$ cat src/rtl/spi_slave_cfg.sv
// SPI slave for the NPU host interface: all four SPI modes, words split over
// one or more SS-low frames, synchronised pad inputs and valid/ready handshakes.
module spi_slave_cfg #(
   parameter int unsigned NPU_DATA_WIDTH = 16,
   parameter int unsigned FRAME_BITS     = 8,
   parameter int unsigned SYNC_STAGES    = 2
) (
   input  logic                      clk,
   input  logic                      reset_b,
   input  logic                      spi_ss,
   input  logic                      spi_sclk,
   input  logic                      spi_mosi,
   output logic                      spi_miso,
   input  logic [1:0]                spi_mode,
   input  logic [NPU_DATA_WIDTH-1:0] tx_data,
   input  logic                      tx_valid,
   output logic                      tx_ready,
   output logic                      tx_underrun,
   output logic [NPU_DATA_WIDTH-1:0] rx_data,
   output logic                      rx_valid,
   input  logic                      rx_ready,
   output logic                      rx_overrun,
   output logic                      frame_error,
   output logic                      word_done
);
   localparam int unsigned W     = NPU_DATA_WIDTH;
   localparam int unsigned CNT_W = $clog2(NPU_DATA_WIDTH + 1);

   typedef enum logic [1:0] {IDLE, SHIFT, PAUSE, DONE} state_t;

   state_t                 state;
   logic [SYNC_STAGES-1:0] ss_sync;
   logic [SYNC_STAGES-1:0] sclk_sync;
   logic [SYNC_STAGES-1:0] mosi_sync;
   logic                   ss_prev;
   logic                   sclk_prev;
   logic                   cpol_q;
   logic                   cpha_q;
   logic                   first_shift;
   logic [CNT_W-1:0]       bit_cnt;
   logic [W-1:0]           tx_shift;
   logic [W-1:0]           rx_shift;

   logic ss_s, sclk_s, mosi_s;
   logic ss_fall_c, ss_rise_c, sclk_rise_c, sclk_fall_c;
   logic lead_c, trail_c, sample_c, shift_c, frame_bound_c;

   assign ss_s   = ss_sync[SYNC_STAGES-1];
   assign sclk_s = sclk_sync[SYNC_STAGES-1];
   assign mosi_s = mosi_sync[SYNC_STAGES-1];

   assign ss_fall_c   = ss_prev & ~ss_s;
   assign ss_rise_c   = ~ss_prev & ss_s;
   assign sclk_rise_c = ~sclk_prev & sclk_s;
   assign sclk_fall_c = sclk_prev & ~sclk_s;

   // Edge roles follow the mode latched at word start, not the live input
   assign lead_c   = cpol_q ? sclk_fall_c : sclk_rise_c;
   assign trail_c  = cpol_q ? sclk_rise_c : sclk_fall_c;
   assign sample_c = cpha_q ? trail_c : lead_c;
   assign shift_c  = cpha_q ? lead_c : trail_c;

   assign frame_bound_c = (bit_cnt != '0) &&
                          ((bit_cnt % CNT_W'(FRAME_BITS)) == '0) &&
                          (bit_cnt < CNT_W'(W));

   // Pad synchronisers and edge-detector history
   always_ff @(posedge clk or negedge reset_b) begin
      if (!reset_b) begin
         ss_sync   <= '1;
         sclk_sync <= '0;
         mosi_sync <= '0;
         ss_prev   <= 1'b1;
         sclk_prev <= 1'b0;
      end else begin
         ss_sync   <= {ss_sync[SYNC_STAGES-2:0], spi_ss};
         sclk_sync <= {sclk_sync[SYNC_STAGES-2:0], spi_sclk};
         mosi_sync <= {mosi_sync[SYNC_STAGES-2:0], spi_mosi};
         ss_prev   <= ss_s;
         sclk_prev <= sclk_s;
      end
   end

   // Word FSM with registered outputs
   always_ff @(posedge clk or negedge reset_b) begin
      if (!reset_b) begin
         state       <= IDLE;
         cpol_q      <= 1'b0;
         cpha_q      <= 1'b0;
         first_shift <= 1'b0;
         bit_cnt     <= '0;
         tx_shift    <= '0;
         rx_shift    <= '0;
         spi_miso    <= 1'b0;
         tx_ready    <= 1'b0;
         tx_underrun <= 1'b0;
         rx_data     <= '0;
         rx_valid    <= 1'b0;
         rx_overrun  <= 1'b0;
         frame_error <= 1'b0;
         word_done   <= 1'b0;
      end else begin
         tx_ready    <= 1'b0;
         tx_underrun <= 1'b0;
         rx_overrun  <= 1'b0;
         frame_error <= 1'b0;
         word_done   <= 1'b0;
         if (rx_valid && rx_ready) begin
            rx_valid <= 1'b0;
         end

         case (state)
            IDLE: begin
               if (ss_fall_c) begin
                  state       <= SHIFT;
                  cpol_q      <= spi_mode[1];
                  cpha_q      <= spi_mode[0];
                  first_shift <= 1'b1;
                  bit_cnt     <= '0;
                  if (tx_valid) begin
                     tx_shift <= tx_data;
                     spi_miso <= tx_data[W-1];
                     tx_ready <= 1'b1;
                  end else begin
                     tx_shift    <= '0;
                     spi_miso    <= 1'b0;
                     tx_underrun <= 1'b1;
                  end
               end
            end

            SHIFT: begin
               if (ss_rise_c) begin
                  if (bit_cnt == CNT_W'(W)) begin
                     state     <= DONE;
                     word_done <= 1'b1;
                     spi_miso  <= 1'b0;
                  end else if (frame_bound_c) begin
                     state <= PAUSE;
                  end else begin
                     state       <= IDLE;
                     frame_error <= 1'b1;
                     spi_miso    <= 1'b0;
                  end
               end else begin
                  if (sample_c && (bit_cnt < CNT_W'(W))) begin
                     rx_shift <= {rx_shift[W-2:0], mosi_s};
                     bit_cnt  <= bit_cnt + CNT_W'(1);
                  end
                  // With CPHA=1 the MSB is already on the pin before the first leading edge
                  if (shift_c) begin
                     if (cpha_q && first_shift) begin
                        first_shift <= 1'b0;
                     end else begin
                        tx_shift <= {tx_shift[W-2:0], 1'b0};
                        spi_miso <= tx_shift[W-2];
                     end
                  end
               end
            end

            PAUSE: begin
               if (ss_fall_c) begin
                  state <= SHIFT;
               end
            end

            DONE: begin
               state    <= IDLE;
               rx_data  <= rx_shift;
               rx_valid <= 1'b1;
               if (rx_valid && !rx_ready) begin
                  rx_overrun <= 1'b1;
               end
            end

            default: state <= IDLE;
         endcase
      end
   end

endmodule

$ cat config.mk
export PLATFORM = sky130hd
export DESIGN_NAME = spi_slave_cfg
export DESIGN_NICKNAME = d
export VERILOG_FILES = /design/src/rtl/spi_slave_cfg.sv
export SDC_FILE = /design/constraint.sdc
export NUM_CORES = 1
export LEC_CHECK = 0
export CORE_MARGIN = 2
export CORE_UTILIZATION = 35
export DETAILED_ROUTE_END_ITERATION = 7
export PLACE_DENSITY_LB_ADDON = 0.1
export RECOVER_POWER = 100
export REMOVE_ABC_BUFFERS = 1
export SETUP_SLACK_MARGIN = 0.15
export SKIP_LAST_GASP = 1
export SYNTH_ARGS = -nofsm -noshare
export SYNTH_HDL_FRONTEND = slang
export SYNTH_SLANG_ARGS = --single-unit
$ cat constraint.sdc
create_clock -name clk -period 6 [get_ports clk]
set_input_delay 1.2 -clock clk [delete_from_list [all_inputs] [get_ports clk]]
set_output_delay 1.2 -clock clk [all_outputs]
set_load 0.01 [all_outputs]
======== Word-level counts from Yosys, hierarchy flattened ========
Index checks and enable logic that the tools add are counted.
storage, ports and cells
  flip-flop bits (word level) ............. 72
  bits in latches ......................... 0
  RAM bits ................................ 0
  memory bits (read-only) ................. 0
  bits of input ports ..................... 25
  output and inout port bits .............. 23
  memories kept ........................... 0
cells by class
  add/sub/neg operators ................... 1
  $mul .................................... 0
  divide/modulo/power cells ............... 0
  magnitude comparators ................... 1
  equality and inequality tests ........... 15
  shift-type cells ........................ 0
  muxes and demuxes ....................... 49
  bitwise gates (word level) .............. 9
  reductions and logical operators ........ 20
operators with widths
  operator                                                        count
  15-bit two-way mux                                              5
  1-bit two-way mux                                               32
  15-bit case mux with 2 select lines                             1
  5-bit two-way mux                                               3
  5-bit AND reduction                                             3
  2-bit != test (second input constant)                           7
  5-bit case mux with 2 select lines                              1
  2-bit two-way mux                                               4
  1-bit logical AND                                               6
  3-bit != test (second input constant)                           2
  2-bit case mux with 3 select lines                              1
  5-bit by 1-bit adder with 5-bit output (second input constant)  1
  5-bit equality test (second input constant)                     1
  5-bit zero test                                                 1
  5-bit less-than comparator (second input constant)              1
  1-bit inverter                                                  5
  5-bit nonzero test                                              1
  1-bit AND                                                       4
  2-bit equality test (second input constant)                     2
  4-bit != test (second input constant)                           1
  1-bit case mux with 2 select lines                              2
  2-bit AND reduction                                             2
  4-bit AND reduction                                             1
  2-bit nonzero test                                              2
  6 further kinds                                                 6

======== Longest topological paths before layout ========
Gate-level depths: netlist of the first run.
  depth in word-level cells ............... 8
  depth in mapped cells ................... 7
  mapped depth without buffers ............ 6

======== Least setup slack after synthesis of the first run ========
Ideal clock, no wire load.
  path type ............................... input port to flip-flop
  from .................................... input port tx_valid
  to ...................................... register tx_shift[10]
  setup time .............................. 0.125 ns
  data arrival time ....................... 1.932 ns
  required time ........................... 5.875 ns
  setup slack ............................. 3.943 ns
  stages on the path ...................... 5
  path through ............................ clkbuf_1 -> clkbuf_1 -> nand3_1 -> nand2_1 -> mux2_2
on the way
  cells in the longest elaborated chain, start to end .. 3
RTL lines
  item                                 line  text
  start: declaration                   16    input logic tx_valid,
  15-bit two-way mux                   120   if (tx_valid) begin
  15-bit two-way mux                   114   if (ss_fall_c) begin
  15-bit case mux with 2 select lines  112   case (state)
  end signal: assignment               121   tx_shift <= tx_data;
  end signal: assignment               155   tx_shift <= {tx_shift[W-2:0], 1'b0};
  end: declaration                     41    logic [W-1:0] tx_shift;
Every way passes these cells. The select of a mux whose other input is x is not followed.
A chain may end at the register's enable or synchronous reset.

======== Worst setup path in the final report of the first run ========
  from .................................... register ss_prev
  to ...................................... register tx_shift[12]
on the way
  cells in the longest elaborated chain, start to end .. 4
  elaborated cells on any way between the ends .. 6
RTL lines
  item                                    line  text
  start: declaration                      35    logic ss_prev;
  start signal: assignment                79    ss_prev <= ss_s;
  1-bit inverter                          53    assign ss_rise_c = ~ss_prev & ss_s;
  1-bit AND                               53
  2-bit != test (no source line)          --
  5-bit AND reduction (no source line) *  --
Mark *: on every way between the ends. The rest lies on a longest branch, timed or not.

==> metrics.cfg, run 1 <==
[logic_synthesis]
yosys.area.top_type=dfrtp_1
synthFlopType=dfrtp_1
synth_area_leaders=dfrtp_1 (55%), mux2_2 (14%), nand2_1 (5.2%), mux2_4 (4.3%), nand3_1 (2.6%)
yosys-top-cells-count=dfrtp_1 (69), nand2_1 (43), mux2_2 (38)
synthDistinctLibCells=45
synth_area_um2=3120
async_reset_ff_share_pct=100
seq_area_frac_synth_pct=58.0
syn_inst=243
synth_top_area_share_pct=55.4
synth.most_common_cell=dfrtp_1
ys_seq_elements=72
avgSynthCellArea_um2=12.8
synth_edf_count=0
yosysWarnings=0

[min_path]
holdCritPathClass=register to register

[cells_and_area]
stdcell_count=405
area_delta_synth_final_pct=22.3
nNetsFinal=319
finish.utilization_pct=43.9
antenna_cells=0
nFillCells=861
drive_gt1_share_pct=21.2

[setup_path]
critPathArrivalTime_ps=3540
path_cells=nor4b_1 > a21oi_1 > mux2_2
cp_max_fo=15
slowest_delay_ps=1400
start_kind=register
cp_slowest_cell=nor4b_1
required_ps=6230
end_kind=register
cp_top_family=simple AND/OR/NAND/NOR gates
cp_num_buf_inv=0
criticalPathCategory=register to register

[route]
vias_per_cell=4.78
ant_nets=0
drc=0
drt_iter0_markers=44
wl_per_cell_um=14.1
routed_wirelength_mm=5.69
drt_pre_antenna_iters=4
dr_total_vias=1937

[clock_network]
clk_latency_ps=350
cts.sinks=72
cts_root_buf=clkbuf_8
cts_resized=0
cts_tree=yes
clk_path_buf_depth=2
postCtsSetupRepairBufs=0
hold_buffers=0
numCtsBuffers=9
cts_max_level=3
clk_pin_slew_ps=80

[timing]
tns_ps=0
skew_ps=11.0
fin_crit_sh_pct=55.3
tightest_slew_ps=1770
relSlewSlack_pct=-19.5
rsz0062_at_grt=false
hold_viol_final=0
drv_slew=10
fin_crit_ps=3320
clock.fmax_mhz=302
setup_viol=0

[placement]
gp_congestion=0.702
io_buffers=47
hpwl_mm=3.53
dp_cells=389

[status]
status=finished with violations
violations=max-capacitance violations, max-slew violations

[floorplanning]
start_util_pct=35.9
dieArea_um2=9670
ioPinCount=48
rows=34
core_area_um2=8680
fp.dieH_um=98.3
fp.dieW_um=98.3

[pwr]
power.density_nw_per_um2=324
p_leak_nw=1.88
ir_worst_vdd_v=0.000146
p_total_w=0.00123

[global_route]
antenna_found_initial=0
grt_max_degree=73
grt_pass1_vias=2042
track_usage_pct=12.7
grt_overflow=0
grt_pass1_wl_mm=9.74

[run]
max-cap-violations=1

-- stage by stage --
stage	cell area [um^2]	setup slack (ps)	hold WS, ps
after floorplan	3030	3720	331
after global placement	3650	3330	334
after detailed placement	3650	3320	336
after CTS	3880	3400	355
after global routing	3810	2130	364
final	3810	2680	351
-- metal layers --
layer | global-route usage [%] | wire [um] | up-vias
met1 | 17.8 | 2830 | 953
met5 | 0 | 0 | -
met4 | 5.37 | 73 | 0
met3 | 4.15 | 326 | 8
met2 | 18.1 | 2470 | 42
li1 | - | - | 934
-- layout by cell type (no fill, tap or decap), drive strengths merged, types with 4 or more instances in the layout --
cell type,instances
clkbuf,10
dlygate4sd3,28
clkdlybuf4s50,18
mux2,47
nor2b,4
nand2,43
nand3,16
inv,5
dfrtp,69
nor2,9
-- flip-flops by register name, summed over array words and instances (netlist names), 2 cells and up --
name	flops
tx_shift	15
bit_cnt	5
state	2
sclk_sync	2
rx_shift	16
mosi_sync	2
ss_sync	2
rx_data	16
-- cell families after synthesis --
group           Yosys count  share of synthesized area, %
mux                      50                          19.2
fa+ha+maj                 2                         0.803
xor+xnor                  2                         0.803
simple gates             87                          14.4
flops                    72                          58.0
compound gates           16                          3.90
buf+inv                  14                          3.01
-- worst paths after layout --
path	start	end	slack, ps	depth (start not counted)
worst max register to register	ss_prev	tx_shift[12]	2680	3
min in group asynchronous	reset_b	first_shift	970	1
worst min register to register	sclk_sync[0]	sclk_sync[1]	350	0
worst max-delay path	ss_prev	tx_shift[12]	2680	3
worst min-delay path	sclk_sync[0]	sclk_sync[1]	350	0
max in group asynchronous	reset_b	bit_cnt[2]	4430	1
-- power by group --
group          switching, W  total, W  internal, W
clock network      0.000191  0.000429     0.000238
registers         0.0000489  0.000615     0.000566
logic             0.0000847  0.000191     0.000106
-- area by class of cell --
| type | instances | area (um^2) | share of cell area [%] |
|---|---|---|---|
| Sequential cell | 72 | 1810 | 47.4 |
| Timing Repair Buffer | 49 | 479 | 12.6 |
| Clock inverter | 7 | 103 | 2.69 |
| Clock buffer | 9 | 124 | 3.25 |
| Tap cell | 108 | 135 | 3.55 |
| Multi-Input combinational cell | 157 | 1150 | 30.3 |
| Inverter | 3 | 11.3 | 0.295 |
Note: power is estimated with default switching activity, not from simulation.
==> run 2: changes to the inputs <==
Clock period 6 ns to 3.4 ns, I/O delays scaled along.
==> run 2 against run 1 <==
The run still ends with max-capacitance violations, max-slew violations left; clock power grew 62%; flip-flop and latch count is the same; sequential power is 77% higher; critical path depth increased by 2; non-clock buffer count increased by 1.
==> metrics.cfg, run 2 (synthesized netlist as in run 1, its figures left out) <==
[global_route]
grt_pass1_vias=2034
grt_overflow=0
grt_max_degree=73
track_usage_pct=13.1
grt_pass1_wl_mm=10.1
antenna_found_initial=0

[placement]
dp_cells=390
gp_congestion=0.722
hpwl_mm=3.65
io_buffers=47

[cells_and_area]
stdcell_count=405
reg.largest.list=rx_data: 16 flops, rx_shift: 16 flops, tx_shift: 15 flops
final_common_cell=dfrtp_1
layout_common_cells=dfrtp_1 (69), nand2_1 (43), mux2_2 (38)
drive_gt1_share_pct=21.2
area_delta_synth_final_pct=21.7
nNetsFinal=320
antenna_cells=0

[floorplanning]
rows=34
core_area_um2=8680
dieArea_um2=9670
ioPinCount=48
start_util_pct=35.9
fp.dieH_um=98.3
fp.dieW_um=98.3

[setup_path]
crit_start=ss_sync[1]
start_kind=register
reg2reg_depth=5
criticalPathCategory=register to register
crit_end=tx_shift[3]
critPathArrivalTime_ps=2670
worstReg2RegStart=ss_sync[1]
regToRegSetupSlack_ps=950
end_kind=register
r2r_end=tx_shift[3]
cp_max_fo=15
required_ps=3620

[clock_network]
cts_resized=0
postCtsSetupRepairBufs=0
numCtsBuffers=9
clk_path_buf_depth=2
cts.sinks=72
cts_max_level=3
hold_buffers=0
cts_root_buf=clkbuf_8
clk_latency_ps=340
clk_pin_slew_ps=70
cts_tree=yes

[route]
drt_iter0_markers=68
routed_wirelength_mm=5.77
dr_total_vias=1961
drt_pre_antenna_iters=4
ant_nets=0
drc=0
vias_per_cell=4.84
wl_per_cell_um=14.2

[timing]
tightest_slew_ps=1770
fin_crit_sh_pct=72.0
skew_ps=4.96
relSlewSlack_pct=-18.2
fin_crit_ps=2450
setup_viol=0
tns_ps=0
drv_slew=73
hold_viol_final=0
rsz0062_at_grt=false
clock.fmax_mhz=409

[pwr]
power_frac_clock_pct=32.9
ir_worst_vdd_v=0.000238
power.density_nw_per_um2=559
p_seq_share_pct=51.4
p_leak_nw=1.88
combPwrFrac_pct=15.8
switchingPower_w=0.000539
sw_frac_of_total_pct=25.5
p_total_w=0.00212
p_int_w=0.00158

[status]
status=finished with violations
violations=max-capacitance violations, max-slew violations

[min_path]
holdCritPathClass=register to register

[run]
max-cap-violations=1

run 2: cell type report:
cell class / count / area, um^2
clock buffer: 12 / 165
timing repair buffer: 50 / 480
multi-input combinational: 157 / 1150
sequential: 72 / 1810
tap: 108 / 135
clock inverter: 3 / 40.0
fill: 874 / 4890
inverter: 3 / 11.3
run 2: routing by layer:
| metal | share of wire [%] | up-vias | track usage (%) |
|---|---|---|---|
| li1 | - | 938 | - |
| met1 | 49 | 962 | 18.1 |
| met2 | 43 | 51 | 18.8 |
| met3 | 6.3 | 10 | 4.29 |
| met4 | 1.8 | 0 | 6.01 |
| met5 | 0 | - | 0 |
run 2: power by group through the flow:
stage | clock network (W) | logic (W) | registers [W]
after detailed placement | 0 | 0.000358 | 0.00111
final | 0.000696 | 0.000334 | 0.00109
after CTS | 0.000727 | 0.000359 | 0.00109
after global placement | 0 | 0.000350 | 0.00110
after global routing | 0.000768 | 0.000378 | 0.00111
after floorplan | 0 | 0.000250 | 0.00108
run 2: how the worst min path moves through the flow:
stage	start	end	slack, ps	cells after the start
after floorplan	mosi_sync[0]	mosi_sync[1]	330	0
after global placement	mosi_sync[0]	mosi_sync[1]	330	0
after detailed placement	mosi_sync[0]	mosi_sync[1]	330	0
after CTS	mosi_sync[0]	mosi_sync[1]	350	0
after global routing	ss_sync[0]	ss_sync[1]	370	0
final	mosi_sync[0]	mosi_sync[1]	350	0
run 2: stage by stage:
step	hold WS, ps	setup WS [ps]	cell area (um^2)	util, %
final	350	953	3790	43.7
after global routing	367	800	3790	43.7
after CTS	352	1100	3860	44.5
after detailed placement	335	1100	3660	42.2
after global placement	334	1100	3660	42.2
after floorplan	331	1120	3030	-
run 2: worst max-delay path, stage by stage, from the launching register on:
cell and delay [ps]:
dfstp_1 600, inv_1 90, nor2_1 370, nor2_1 150, a21oi_2 710, mux2_2 410
==> run 3: changes to the inputs <==
Clock period 3.4 ns to 2.3 ns, I/O delays scaled along.
==> run 3 against run 2 <==
The run still ends with max-capacitance violations, max-slew violations left; hold slack improved by 6.0 ps; largest cell class unchanged; critical path type unchanged; wire length rose by 2.5%; sequential power rose by 48%; highest routed layer unchanged.
==> metrics.cfg, run 3 (synthesized netlist as in run 1, its figures left out) <==
[status]
status=finished with violations
violations=max-capacitance violations, max-slew violations

[pwr]
combPwrFrac_pct=15.1
ir_worst_vdd_v=0.000347
p_seq_share_pct=48.3
switchingPower_w=0.000851
p_leak_nw=1.91
power_frac_clock_pct=36.6
sw_frac_of_total_pct=25.6
power.density_nw_per_um2=858
p_int_w=0.00248

[global_route]
grt_overflow=0
track_usage_pct=13.9
grt_pass1_vias=2186
grt_pass1_wl_mm=10.7
antenna_found_initial=0
grt_max_degree=34

[cells_and_area]
area_delta_synth_final_pct=24.6
reg.largest.list=rx_data: 16 flops, rx_shift: 16 flops, tx_shift: 15 flops
stdcell_count=413
nNetsFinal=327
drive_gt1_share_pct=22.6
final_common_cell=dfrtp_1
multiInputGateArea_um2=1160
antenna_cells=0
regArea_um2=1810
nFillCells=855
layout_common_cells=dfrtp_1 (69), nand2_1 (43), mux2_2 (38)

[setup_path]
start_kind=register
critPathArrivalTime_ps=2270
cp_slowest_cell=clkbuf_1
reg2reg_depth=4
regToRegSetupSlack_ps=260
criticalPathCategory=register to register
critPathMostFrequentCell=clkbuf_1
slowest_delay_ps=790
cp_top_family=buffers and inverters
cp_max_fo=18
end_kind=register
cp_num_buf_inv=2
crit_cells=4
path_cells=clkbuf_1 > nand2_1 > clkbuf_1 > mux2_2
required_ps=2530

[clock_network]
clk_latency_ps=350
numCtsBuffers=9
cts_root_buf=clkbuf_8
cts.sinks=72
postCtsSetupRepairBufs=0
cts_max_level=3
cts_resized=0
clk_path_buf_depth=2
cts_tree=yes
clk_pin_slew_ps=70
hold_buffers=0

[floorplanning]
ioPinCount=48
dieArea_um2=9670
core_area_um2=8680
rows=34
fp.dieW_um=98.3
start_util_pct=35.9
fp.dieH_um=98.3

[route]
vias_per_cell=4.81
drt_pre_antenna_iters=4
wl_per_cell_um=14.3
dr_total_vias=1987
drc=0
drt_iter0_markers=73
routed_wirelength_mm=5.91
ant_nets=0

[timing]
skew_ps=9.75
rsz0062_at_grt=false
worst_slack_ps=262
fin_crit_sh_pct=88.6
holdWs_ps=356
setup_viol=0
relSlewSlack_pct=-20.1
clock.fmax_mhz=491
hold_viol_final=0
tightest_slew_ps=1800
tns_ps=0
fin_crit_ps=2040
drv_slew=34

[placement]
post-place-ws_ps=370
io_buffers=47
dp_cells=397
gp_congestion=0.763
hpwl_mm=3.86

[min_path]
hold_depth=0
holdCritPathClass=register to register

[run]
max-cap-violations=1

run 3: cell types whose count changed in the layout (fill, tap and decap cells not counted), sizes merged:
cell	before	now
dlygate4sd3	27	26
clkdlybuf4s50	19	20
clkinv	2	3
bufinv	1	3
clkinvlp	0	1
buf	1	5
run 3: final cells by class:
cell class                 count  share of cell area, %
clock buffer                   9                   3.19
sequential                    72                   46.5
clock inverter                 7                   3.09
inverter                       3                  0.290
multi-input combinational    157                   30.0
timing repair buffer          57                   13.4
tap                          108                   3.48
run 3: through the flow:
step	utilization, %	area (um^2)	total power [W]
after floorplan	-	3030	0.00197
after global placement	42.8	3710	0.00216
after detailed placement	42.8	3710	0.00218
after CTS	45.6	3960	0.00341
after global routing	44.7	3880	0.00354
final	44.7	3880	0.00333
run 3: power by group through the flow:
stage,clock network [W],registers [W],logic (W)
6_report,0.00122,0.00161,0.000504
3_5_place_dp,0,0.00164,0.000539
3_3_place_gp,0,0.00163,0.000530
5_1_grt,0.00131,0.00164,0.000579
2_1_floorplan,0,0.00160,0.000370
4_1_cts,0.00125,0.00161,0.000543
run 3: layer usage:
| layer | vias to the layer above | global-route usage, % | wire, um |
|---|---|---|---|
| met3 | 12 | 3.65 | 292 |
| met4 | 0 | 6.64 | 138 |
| met5 | - | 0 | 0 |
| met1 | 980 | 18.7 | 2890 |
| li1 | 949 | - | - |
| met2 | 46 | 21.0 | 2600 |
run 3: path summary, 6_finish.rpt:
kind                                   start           end
worst max-delay path                state[1]    rx_data[2]
worst min-delay path            mosi_sync[0]  mosi_sync[1]
worst max register to register      state[1]    rx_data[2]
min in group asynchronous            reset_b  sclk_sync[1]
worst min register to register  mosi_sync[0]  mosi_sync[1]
max in group asynchronous            reset_b    bit_cnt[0]
run 3: worst register-to-register path, stage by stage, from the launching register on:
cell and delay, ps:
dfrtp_1 380, clkbuf_1 200, nand2_1 120, clkbuf_1 790
mux2_2 430
